<file path="config.mk">
export PLATFORM = sky130hd
export DESIGN_NAME = data_mem_dma
export DESIGN_NICKNAME = d
export VERILOG_FILES = /design/src/rtl/data_mem_dma.sv
export SDC_FILE = /design/constraint.sdc
export NUM_CORES = 1
export LEC_CHECK = 0
export BUFFER_PORTS_ARGS = -buffer_cell sky130_fd_sc_hd__buf_2
export CAP_MARGIN = 40
export CORE_UTILIZATION = 50
export CTS_CLUSTER_DIAMETER = 80
export DETAILED_ROUTE_END_ITERATION = 10
export PLACE_DENSITY = 0.85
export SKIP_CTS_REPAIR_TIMING = 1
export SLEW_MARGIN = 20
export SYNTH_ARGS = -nofsm -noshare
export SYNTH_HDL_FRONTEND = slang
export SYNTH_SLANG_ARGS = --single-unit
</file>
<file path="constraint.sdc">
create_clock -name clk -period 3.2 [get_ports clk]
set_clock_uncertainty 0.1 [all_clocks]
set_input_delay 0.48 -clock clk [delete_from_list [all_inputs] [get_ports clk]]
set_output_delay 0.48 -clock clk [all_outputs]
set_load 0.01 [all_outputs]
</file>
<file path="src/rtl/data_mem_dma.sv">
// Word-copy DMA engine driving the data memory port; copies len words src -> dst in ascending order.
// Optional running checksum of words read is enabled by defining DMA_CHECKSUM_EN.
module data_mem_dma #(
    parameter logic [31:0] DATA_START = 32'h10000000,
    parameter int unsigned DATA_WORDS = 'h40000
) (
    input  logic        clk,
    input  logic        reset,
    input  logic        start,
    input  logic [31:0] src_addr,
    input  logic [31:0] dst_addr,
    input  logic [15:0] len,
    output logic        busy,
    output logic        done,
    output logic        error,
    output logic [31:0] checksum,
    output logic [31:0] mem_addr,
    output logic [31:0] mem_wdata,
    input  logic [31:0] mem_rdata,
    output logic        mem_read,
    output logic        mem_write
);

    typedef enum logic [1:0] {StIdle, StRd, StWr, StDone} state_e;

    // Segment bounds held in 34 bits so base + 4*len cannot wrap past the check.
    localparam logic [33:0] SegBase = {2'b00, DATA_START};
    localparam logic [33:0] SegEnd  = SegBase + (34'(DATA_WORDS) << 2);

    state_e      state_q, state_d;
    logic [31:0] cur_src_q, cur_src_d;
    logic [31:0] cur_dst_q, cur_dst_d;
    logic [15:0] remaining_q, remaining_d;
    logic [31:0] buf_q, buf_d;
    logic        error_q, error_d;

    logic [33:0] len_bytes;
    logic [33:0] src_end;
    logic [33:0] dst_end;
    logic        req_ok;

    always_comb begin
        len_bytes = {16'h0000, len, 2'b00};
        src_end   = {2'b00, src_addr} + len_bytes;
        dst_end   = {2'b00, dst_addr} + len_bytes;
        req_ok    = (src_addr[1:0] == 2'b00) && (dst_addr[1:0] == 2'b00)
                 && ({2'b00, src_addr} >= SegBase) && (src_end <= SegEnd)
                 && ({2'b00, dst_addr} >= SegBase) && (dst_end <= SegEnd);
    end

`ifdef DMA_CHECKSUM_EN
    logic [31:0] sum_q, sum_d;
`endif

    always_comb begin
        state_d     = state_q;
        cur_src_d   = cur_src_q;
        cur_dst_d   = cur_dst_q;
        remaining_d = remaining_q;
        buf_d       = buf_q;
        error_d     = error_q;
`ifdef DMA_CHECKSUM_EN
        sum_d       = sum_q;
`endif
        unique case (state_q)
            StIdle: begin
                if (start) begin
                    cur_src_d   = src_addr;
                    cur_dst_d   = dst_addr;
                    remaining_d = len;
                    error_d     = !req_ok;
`ifdef DMA_CHECKSUM_EN
                    sum_d       = '0;
`endif
                    state_d     = (!req_ok || len == 16'd0) ? StDone : StRd;
                end
            end
            StRd: begin
                buf_d   = mem_rdata;
`ifdef DMA_CHECKSUM_EN
                sum_d   = sum_q + mem_rdata;
`endif
                state_d = StWr;
            end
            StWr: begin
                cur_src_d   = cur_src_q + 32'd4;
                cur_dst_d   = cur_dst_q + 32'd4;
                remaining_d = remaining_q - 16'd1;
                state_d     = (remaining_q == 16'd1) ? StDone : StRd;
            end
            StDone: state_d = StIdle;
            default: state_d = StIdle;
        endcase
    end

    always_ff @(posedge clk or negedge reset) begin
        if (!reset) begin
            state_q     <= StIdle;
            cur_src_q   <= '0;
            cur_dst_q   <= '0;
            remaining_q <= '0;
            buf_q       <= '0;
            error_q     <= 1'b0;
        end else begin
            state_q     <= state_d;
            cur_src_q   <= cur_src_d;
            cur_dst_q   <= cur_dst_d;
            remaining_q <= remaining_d;
            buf_q       <= buf_d;
            error_q     <= error_d;
        end
    end

`ifdef DMA_CHECKSUM_EN
    always_ff @(posedge clk or negedge reset) begin
        if (!reset) begin
            sum_q <= '0;
        end else begin
            sum_q <= sum_d;
        end
    end
    assign checksum = sum_q;
`else
    assign checksum = '0;
`endif

    // Memory strobes depend on registered state only, never on start.
    always_comb begin
        busy      = 1'b0;
        done      = 1'b0;
        mem_read  = 1'b0;
        mem_write = 1'b0;
        mem_addr  = '0;
        mem_wdata = '0;
        unique case (state_q)
            StRd: begin
                busy     = 1'b1;
                mem_read = 1'b1;
                mem_addr = cur_src_q;
            end
            StWr: begin
                busy      = 1'b1;
                mem_write = 1'b1;
                mem_addr  = cur_dst_q;
                mem_wdata = buf_q;
            end
            StDone: done = 1'b1;
            default: ;
        endcase
    end

    assign error = error_q;

endmodule

</file>
==> flow_summary.ini <==
[yosys]
synthFlopType = dfrtp_1
ys_top_cells_by_area = dfrtp_1 (30%), a21oi_1 (6.0%), ha_1 (5.3%)
synthDistinctLibCells = 74
avgSynthCellArea_sq_um = 7.96
synth_top_cell_by_area = dfrtp_1
yosysTopAreaCellShare = 0.297
async_flop_share = 1.00
synthCells = 1218
synth-seq-cells = 115
ys_seq_area_frac = 0.297
netlist_area_sq_um = 9700
synth-edff-count = 0
yosysWarnings = 0

[route]
routed_wl_um = 33000
vias = 10900
ant_nets = 0
drt-initial-drc-count = 1251
avgViaCountPerCell = 6.10
drtPass1Iterations = 5
wl_per_cell_um = 18.5
drc_errors = 0

[floorplan]
core_sq_um = 18800
die_width_um = 141
io_pins = 216
die_h_um = 141
start_util = 0.515
rows = 50
die-area_sq_um = 20000

[global_route]
grt_max_degree = 124
grt_pass1_wl_um = 51100
overflow = 0
met2_usage = 0.537
grtUsageMet1 = 0.386
met3_usage = 0.0753
grt_pass1_vias = 10300
gr-max-usage-layer = met2
antenna_found_initial = 2
track_usage = 0.323

[setup_path]
r2r-start = cur_dst_q[7]$_DFFE_PN0P_
worstPathArrival_ps = 3450
path_cells = buf_2 -> ha_1 -> mux2_2 -> nor4b_2 -> buf_4 -> o2111ai_2 -> a2111oi_4 -> nand4_1 -> o41ai_2 -> nand4b_1 -> a211oi_2 -> o31ai_1
reg2regPathDepth = 10
cp_max_fo = 3
ff2ff_setup_slack_ps = 300
path_class = in2reg
timing.rr.end = cur_dst_q[31]$_DFFE_PN0P_
cp_slowest_cell = mux2_2
worstPathRequired_ps = 3410
critPathCaptureType = flop
start_kind = primary input
critPathMaxStageDelay_ps = 390

[sta]
fin_ws_ps = -34.6
rsz0062_at_grt = true
finalCritPeriodShare = 1.01
hold_viol_final = 8
hold_ws_ps = -17.4
fin_crit_ps = 3230
slew_violations = 0
setup_viol = 1
max_freq_mhz = 309
worstMarginPinSlew_ps = 806
slew_headroom = 0.458
fin_setup_tns_ps = -34.6

[finish]
multi_input_area_sq_um = 6600
stdcell_area_sq_um = 12700
final_cell_mix = buf_2 (179), buf_4 (162), dfrtp_1 (115), a21oi_1 (113), nand2_1 (100)
fin_nets = 1673
nFillCells = 1501
drive_above_1_share = 0.316
regArea_sq_um = 2880
final_cell_count_no_fill = 1788
area_growth_pct = 31.2
final_common_cell = buf_2

[clock_network]
clk_latency_ps = 430
tritoncts = done
clock_sinks = 115
clkSlewWorstSetupHoldPaths_ps = 60
cts-root-buf = clkbuf_16
clockBufferDepth = 2
h-tree-depth = 4
cts_buffers = 17

[min_path]
hp-class = in2async

[power_and_ir_drop]
pwr-share-comb = 0.518
total_leakage_power_uw = 0.00570
intPower_uw = 5690
p_switching_uw = 4660
power.density_nw_per_um2 = 813
ir_drop_v = 0.000737
clock_power_share = 0.183
p_seq_frac = 0.298
swShare = 0.450

[run_status]
violations = negative hold slack, negative setup slack
status = finished, violations left

[placement]
dp_slack_ps = -688
dp.cells = 1752
placed_area_sq_um = 11800
place_hpwl_um = 24100
io_buffers = 183
place.gp.congestion = 0.971

[flow_run]
drv_cap = 0
-- registers in the layout (all words and copies together) (netlist names) --
signal	cells
state_q	2
cur_src_q	32
cur_dst_q	32
buf_q	32
remaining_q	16
error	1
-- layout make-up --
class                      count  area share
multi-input combinational   1003       0.519
tap                          260      0.0256
timing repair buffer         347       0.174
clock inverter                14      0.0123
antenna                        1    0.000197
inverter                      31     0.00915
clock buffer                  17      0.0334
sequential                   115       0.226
-- how the worst max path moves through the flow --
stage / start / to / depth (start not counted)
6_report: dst_addr[15] / state_q[1]$_DFFE_PN0P_ / 12
2_1_floorplan: src_addr[2] / state_q[1]$_DFFE_PN0P_ / 12
4_1_cts: len[0] / state_q[1]$_DFFE_PN0P_ / 13
3_3_place_gp: len[0] / state_q[1]$_DFFE_PN0P_ / 13
5_1_grt: len[1] / state_q[1]$_DFFE_PN0P_ / 14
3_5_place_dp: len[0] / state_q[1]$_DFFE_PN0P_ / 13
-- power by group through the flow --
stage	Combinational, uW	Clock, uW	Sequential [uW]
2_1_floorplan	3640	0	2780
3_5_place_dp	5150	0	3060
6_report	5360	1900	3090
3_3_place_gp	5000	0	3010
5_1_grt	5870	1970	3190
4_1_cts	5200	1900	3050
-- metrics by stage --
stage	total power, uW	hold slack [ps]	util
detailed placement	8210	380	0.627
finish	10300	-17.4	0.676
floorplan	6420	84.4	-
global route	11000	36.3	0.675
CTS	10200	2.45	0.658
global placement	8010	366	0.627
-- metal layers --
| layer | wire length (um) | up-vias | share of wire |
|---|---|---|---|
| met5 | 8 | - | 0.00024 |
| met4 | 1710 | 2 | 0.052 |
| met3 | 2940 | 138 | 0.089 |
| met2 | 15600 | 646 | 0.47 |
| met1 | 12700 | 5027 | 0.39 |
| li1 | - | 5099 | - |
-- worst max-delay path, delay by kind of cell --
family,cells,cell delay [ps]
buffers and inverters,2,290
adders and majority gates,1,320
AOI/OAI and AO/OA,5,1230
and+or+nand+nor,3,740
muxes,1,390
-- cells in the mapped netlist, drive strengths merged (12+ instances only) --
cell    count
nor4       13
nor3       21
nor2       62
buf        49
o22ai      58
ha         41
and2       40
a211oi     14
a31oi      17
o31ai      13
a21o       13
dfrtp     115
a22oi      31
o21ai      99
and3       37
a31o       12
nand4      17
nand2     100
mux2i      20
mux2       33
clkbuf     51
nor2b      38
a21oi     119
inv        31
xnor2      14
nand3      60
-- cell families (layout without fill, tap and decap cells) --
family,Yosys count,count (layout),synth area share
other,1,33,0.000387
AND/OR/NAND/NOR,432,432,0.233
adder cells (fa/ha/maj),43,43,0.0570
XOR/XNOR,21,21,0.0190
AO/OA/AOI/OAI,422,422,0.270
buffers and inverters,131,409,0.0650
flip-flops,115,115,0.297
multiplexers,53,53,0.0590
Note: power is estimated with default switching activity, not from simulation.
